$ cat config.mk
export PLATFORM = sky130hd
export DESIGN_NAME = fir_chk_fifo
export DESIGN_NICKNAME = d
export VERILOG_FILES = /design/src/rtl/fir_chk_fifo.sv
export SDC_FILE = /design/constraint.sdc
export NUM_CORES = 1
export LEC_CHECK = 0
export CAP_MARGIN = 20
export CORE_MARGIN = 2
export CORE_UTILIZATION = 50
export CTS_CLUSTER_SIZE = 12
export DETAILED_ROUTE_END_ITERATION = 6
export GPL_ROUTABILITY_DRIVEN = 0
export PLACE_DENSITY = 0.77
export SYNTH_ARGS = -nofsm -noshare
export SYNTH_HDL_FRONTEND = slang
export SYNTH_SLANG_ARGS = --single-unit
$ cat constraint.sdc
create_clock -name clk -period 2.7 [get_ports clk]
set_input_delay 0.405 -clock clk [delete_from_list [all_inputs] [get_ports clk]]
set_output_delay 0.405 -clock clk [all_outputs]
set_load 0.05 [all_outputs]
$ cat src/rtl/fir_chk_fifo.sv
// Expected-sample queue: synchronous FIFO; a push while full is accepted only
// when a pop happens at the same edge.
module fir_chk_fifo #(
    parameter int DEPTH = 8,
    parameter int WIDTH = 8
) (
    input  logic             clk,
    input  logic             rst_n,
    input  logic             push,
    input  logic             pop,
    input  logic [WIDTH-1:0] din,
    output logic [WIDTH-1:0] dout,
    output logic             full,
    output logic             empty
);

    localparam int AW = $clog2(DEPTH);

    logic [WIDTH-1:0] mem [DEPTH];
    logic [AW:0]      wr_ptr;
    logic [AW:0]      rd_ptr;
    logic             do_push;
    logic             do_pop;

    // Extra pointer bit tells a full queue from an empty one.
    assign empty   = (wr_ptr == rd_ptr);
    assign full    = (wr_ptr[AW] != rd_ptr[AW]) && (wr_ptr[AW-1:0] == rd_ptr[AW-1:0]);
    assign do_pop  = pop & ~empty;
    assign do_push = push & (~full | do_pop);
    assign dout    = mem[rd_ptr[AW-1:0]];

    // NOTE: sequential state uses non-blocking assignments so every register
    // samples pre-edge values regardless of statement order.
    always_ff @(posedge clk or negedge rst_n) begin
        if (!rst_n) begin
            wr_ptr <= '0;
            rd_ptr <= '0;
        end else begin
            if (do_push) wr_ptr <= wr_ptr + 1'b1;
            if (do_pop)  rd_ptr <= rd_ptr + 1'b1;
        end
    end

    // NOTE: storage is not reset; the pointers alone define which entries are valid.
    always_ff @(posedge clk) begin
        if (do_push) mem[wr_ptr[AW-1:0]] <= din;
    end

endmodule

* After elaboration in Yosys (flattened, before gate mapping)
Memory sizes are Yosys's and may differ from the RTL's. Cells that the tools add are included. Widths: inputs -> output; s select.
Word-level totals: output and inout port bits 10, memories 1, RAM bits 64, register bits after elaboration 8
Operators by class: eq/ne operators 3, add/subtract/negate cells 2, multiplexer cells 2, bitwise operators 5, reductions and logical operators 1
Memories:
- mem | words 8, width 8, read ports 1, clocked after Yosys merged registers in 0, wr ports 1, line 19 | logic [WIDTH-1:0] mem [DEPTH];
Operators with widths (number):
- $add 4x1->4 const B | 2
- $eq 4x4->1 | 1
- $eq 3x3->1 | 1
- $and 1x1->1 | 2
- $mux 1 | 2
- $not 1->1 | 2
- $logic_and 1x1->1 | 1
- $ne 1x1->1 | 1
- $or 1x1->1 | 1

* Logic depth before layout (Yosys ltp)
depth in word-level cells 7, depth in mapped cells 6, depth with buffers taken out 4

* Worst setup path after synthesis
OpenSTA, ideal clock, no wires.
kind reg2reg, from reg rd_ptr[0], to mem mem[3][0], enable pin, path buffers 2, arrival time 1.952 ns, library setup time 0.398 ns, stages on the path, launching flop included 7, required time 2.302 ns, path slack 0.351 ns, clock period less this slack 2.349 ns, cell sequence dfrtp_1 -> buf_6 -> xnor2_2 -> nand3_2 -> buf_6 -> nor3_2 -> nor4b_1
On the way: word-level cells in the longest chain between the ends 7, elaborated cells on any way between the ends 10
Ends and longest elaborated chain:
- from (decl) | line 21 | logic [AW:0] rd_ptr;
- from (signal assigned) | line 40 | if (do_pop) rd_ptr <= rd_ptr + 1'b1;
- $eq 4x4->1 / $eq 3x3->1 (equally long branches) | line 26, 27
- $not 1->1 / $logic_and 1x1->1 (equally long branches) | line 28, 27
- $and 1x1->1 / $not 1->1 (equally long branches) | line 28, 29
- $or 1x1->1 (*) | line 29 | assign do_push = push & (~full | do_pop);
- $and 1x1->1 (*) | line 29
- $mux 1 (*) | line 46 | if (do_push) mem[wr_ptr[AW-1:0]] <= din;
- $mux 1 (implied by the code) (*) | line 46
- to (decl) | line 19
Mark *: on every way between the ends. The rest lies on a longest branch, timed or not.

* Worst setup path after layout
from reg rd_ptr[0], to out dout[6]
On the way: word-level cells in the longest chain between the ends 1
Ends and longest elaborated chain:
- $mem_v2 8x8
- to (decl) | line 12 | output logic [WIDTH-1:0] dout,
No other way between the ends.

==> flow_results.xml <==
<?xml version="1.0" encoding="UTF-8"?>
<metrics>
  <group name="grt">
    <metric name="grt_pass1_vias" unit="">1594</metric>
    <metric name="grt_start_max_net_pins" unit="">20</metric>
    <metric name="antenna_violations_before_repair" unit="">0</metric>
    <metric name="grt_first_pass_wirelength" unit="mm">8.383</metric>
    <metric name="grt_overflow" unit="">0</metric>
    <metric name="grt_usage" unit="">0.1793</metric>
  </group>
  <group name="pwr">
    <metric name="p_total" unit="mW">4.398</metric>
    <metric name="cellPowerDensity" unit="nW/um^2">1214</metric>
    <metric name="cellLeakagePower" unit="nW">1.260</metric>
    <metric name="power.ir.vdd_worst" unit="V">0.0006430</metric>
  </group>
  <group name="drt">
    <metric name="detailedRoute.firstPassIterationCount" unit="">5</metric>
    <metric name="initialDrtViolationCount" unit="">216</metric>
    <metric name="dr_total_vias" unit="">1532</metric>
    <metric name="postRouteAntennaNets" unit="">0</metric>
    <metric name="post-route-drc-count" unit="">0</metric>
    <metric name="wl_per_cell" unit="um">20.02</metric>
    <metric name="drt_wl_total" unit="mm">5.305</metric>
    <metric name="vias_per_cell" unit="">5.781</metric>
  </group>
  <group name="sta">
    <metric name="finalSetupTns" unit="ps">0</metric>
    <metric name="worst_slew_pin_slew" unit="ps">1039</metric>
    <metric name="report.final.slew_viol_count" unit="">0</metric>
    <metric name="unrepaired_setup_endpoints_after_global_routing" unit="">no</metric>
    <metric name="worst_slew_margin_rel" unit="">0.3022</metric>
    <metric name="fin_crit_sh" unit="">0.9504</metric>
    <metric name="achievable-frequency" unit="GHz">0.3897</metric>
    <metric name="finalSetupViolations" unit="">0</metric>
    <metric name="finClkSkew" unit="ps">5.353</metric>
    <metric name="timing_hold_violations_final" unit="">0</metric>
    <metric name="min_period" unit="ps">2566</metric>
    <metric name="fin_hold_ws" unit="ps">338.6</metric>
  </group>
  <group name="clock_network">
    <metric name="tritoncts" unit="">yes</metric>
    <metric name="ctsResizeCount" unit="">0</metric>
    <metric name="number_of_levels_the_h_tree_was_split_into" unit="">3</metric>
    <metric name="cts_hold_buffers" unit="">0</metric>
    <metric name="numCtsBuffers" unit="">9</metric>
    <metric name="post-cts-setup-buffer-count" unit="">0</metric>
    <metric name="cts.reportedPaths.clkPinSlew" unit="ps">70</metric>
    <metric name="numClockSinks" unit="">72</metric>
    <metric name="ctsLongestPathBuffers" unit="">2</metric>
    <metric name="clock_tree.root_cell" unit="">sky130_fd_sc_hd__clkbuf_8</metric>
    <metric name="clkLatencyLatePin" unit="ps">350</metric>
  </group>
  <group name="final_layout">
    <metric name="layoutNonFillerInstCount" unit="">265</metric>
    <metric name="diodes" unit="">0</metric>
    <metric name="area.growth.synth_to_final" unit="%">17.34</metric>
    <metric name="fraction_of_layout_instances_using_a_drive_strength_above_1" unit="">0.3316</metric>
    <metric name="nNetsFinal" unit="">199</metric>
    <metric name="most_frequent_standard_cell_in_the_layout_excluding_fill_and_tap_cells" unit="">sky130_fd_sc_hd__edfxtp_1</metric>
    <metric name="layout.cells.most_common_list" unit="">sky130_fd_sc_hd__edfxtp_1 (64), sky130_fd_sc_hd__buf_4 (21), sky130_fd_sc_hd__clkdlybuf4s50_1 (11)</metric>
    <metric name="final_core_utilization" unit="">0.6084</metric>
  </group>
  <group name="synthesis">
    <metric name="synth_seq_area_share" unit="">0.6872</metric>
    <metric name="synth_top_cells_by_area" unit="">sky130_fd_sc_hd__edfxtp_1 (62%), sky130_fd_sc_hd__mux4_1 (6.8%), sky130_fd_sc_hd__dfrtp_1 (6.5%)</metric>
    <metric name="syn-mean-instance-area" unit="um^2">20.59</metric>
    <metric name="synth_top_area_share" unit="">0.6224</metric>
    <metric name="yosys_warn_count" unit="">0</metric>
    <metric name="synth_cell_types" unit="">30</metric>
    <metric name="ys_ff_latch" unit="">72</metric>
    <metric name="synth_enable_flop_cells" unit="">64</metric>
    <metric name="synthesis.nets" unit="">164</metric>
    <metric name="post-synth-top-area-cell" unit="">sky130_fd_sc_hd__edfxtp_1</metric>
    <metric name="ys_dominant_reg_cell" unit="">sky130_fd_sc_hd__edfxtp_1</metric>
    <metric name="postSynth.asyncResetShare" unit="">0.1111</metric>
    <metric name="syn_area" unit="um^2">3088</metric>
    <metric name="syn-instance-count" unit="">150</metric>
  </group>
  <group name="worst_setup_path">
    <metric name="worstPathMaxFanout" unit="">19</metric>
    <metric name="worstPathRequired" unit="ps">2300</metric>
    <metric name="worstSetupPathType" unit="">reg2out</metric>
    <metric name="crit_path_start_kind" unit="">flip-flop</metric>
    <metric name="timing.reg2reg.setup_slack" unit="ps">250</metric>
    <metric name="arrival" unit="ps">2160</metric>
    <metric name="crit_path_end_kind" unit="">primary output</metric>
  </group>
  <group name="floorplan">
    <metric name="die-area" unit="um^2">6820</metric>
    <metric name="chipHeight" unit="um">82.59</metric>
    <metric name="initial_core_utilization" unit="">0.5185</metric>
    <metric name="floorplan.rows" unit="">28</metric>
    <metric name="fp.coreArea" unit="um^2">5956</metric>
    <metric name="top_level_ports" unit="">22</metric>
    <metric name="fp.dieW" unit="um">82.59</metric>
  </group>
  <group name="worst_hold_path">
    <metric name="hp-class" unit="">in2async</metric>
  </group>
  <group name="outcome">
    <metric name="run_status" unit="">finished clean</metric>
  </group>
  <group name="placed_design">
    <metric name="place.detailed.instances" unit="">249</metric>
    <metric name="port_buffers" unit="">21</metric>
    <metric name="dp_hpwl" unit="mm">3.562</metric>
  </group>
  <group name="run">
    <metric name="drv.max_cap_violation_count" unit="">0</metric>
  </group>
</metrics>
report_power, final:
| group | leakage (nW) | internal [mW] | switching, mW |
|---|---|---|---|
| clock network | 0.107 | 0.520 | 0.402 |
| logic | 0.477 | 0.831 | 1.07 |
| registers | 0.676 | 1.43 | 0.146 |
| total | 1.26 | 2.78 | 1.62 |
path summary, 6_finish.rpt:
check,endpoint,cells past startpoint,startpoint
worst max-delay path,dout[6],4,rd_ptr[0]$_DFFE_PN0P_
worst min-delay path,wr_ptr[3]$_DFFE_PN0P_,1,rst_n
worst max register to register,mem[6][3]$_DFFE_PP_,4,rd_ptr[3]$_DFFE_PN0P_
worst min register to register,wr_ptr[3]$_DFFE_PN0P_,2,wr_ptr[3]$_DFFE_PN0P_
max in group asynchronous,rd_ptr[1]$_DFFE_PN0P_,1,rst_n
min in group clk,wr_ptr[3]$_DFFE_PN0P_,2,wr_ptr[3]$_DFFE_PN0P_
layout make-up:
class	instances	area, um^2
Clock buffer	9	123.9
Clock inverter	7	93.84
Fill cell	422	2332
Inverter	1	3.754
Multi-Input combinational cell	67	878.3
Sequential cell	72	2122
Tap cell	75	93.84
Timing Repair Buffer	34	307.8
logic make-up (layout without fill, tap and decap cells):
| kind of cell | count (synthesis) | after routing | synth area share |
|---|---|---|---|
| buf+inv | 11 | 51 | 0.03039 |
| compound gates | 7 | 7 | 0.03039 |
| mux | 26 | 26 | 0.1726 |
| simple gates | 23 | 23 | 0.04093 |
| fa+ha+maj | 2 | 2 | 0.008102 |
| xor+xnor | 9 | 9 | 0.03039 |
| flops | 72 | 72 | 0.6872 |
registers in the layout, summed over array words and instances (netlist names):
| name | count |
|---|---|
| rd_ptr | 4 |
| wr_ptr | 4 |
| mem | 64 |
critical path: stages (launching register included):
cell and delay (ps):
sky130_fd_sc_hd__dfrtp_1 390, sky130_fd_sc_hd__buf_4 340, sky130_fd_sc_hd__mux4_1 620, sky130_fd_sc_hd__mux2_4 280
sky130_fd_sc_hd__buf_4 190
synthesized netlist by cell type, types with 2 or more instances:
cell type / n
sky130_fd_sc_hd__buf_2: 5
sky130_fd_sc_hd__buf_6: 4
sky130_fd_sc_hd__dfrtp_1: 8
sky130_fd_sc_hd__edfxtp_1: 64
sky130_fd_sc_hd__ha_1: 2
sky130_fd_sc_hd__mux2_1: 2
sky130_fd_sc_hd__mux2_4: 8
sky130_fd_sc_hd__mux4_1: 8
sky130_fd_sc_hd__mux4_2: 8
sky130_fd_sc_hd__nand2_1: 5
sky130_fd_sc_hd__nand4_1: 2
sky130_fd_sc_hd__nor2_1: 5
sky130_fd_sc_hd__nor3_1: 3
sky130_fd_sc_hd__nor4_1: 3
sky130_fd_sc_hd__o311ai_1: 2
sky130_fd_sc_hd__xnor2_1: 6
sky130_fd_sc_hd__xnor2_2: 2
through the flow:
stage	setup WS, ps	instance area [um^2]
finish	133.8	3623
global route	45.73	3623
CTS	86.94	3623
detailed placement	127.8	3406
global placement	258.0	3406
floorplan	350.6	3088
per-layer routing:
| metal | share of wire | vias up | track usage |
|---|---|---|---|
| li1 | - | 684 | - |
| met3 | 0.055 | 11 | 0.04674 |
| met4 | 0.020 | 0 | 0.1000 |
| met5 | 0 | - | 0 |
| met1 | 0.43 | 782 | 0.2323 |
| met2 | 0.50 | 55 | 0.2774 |
No activity file was read; power rests on OpenSTA's default activity.
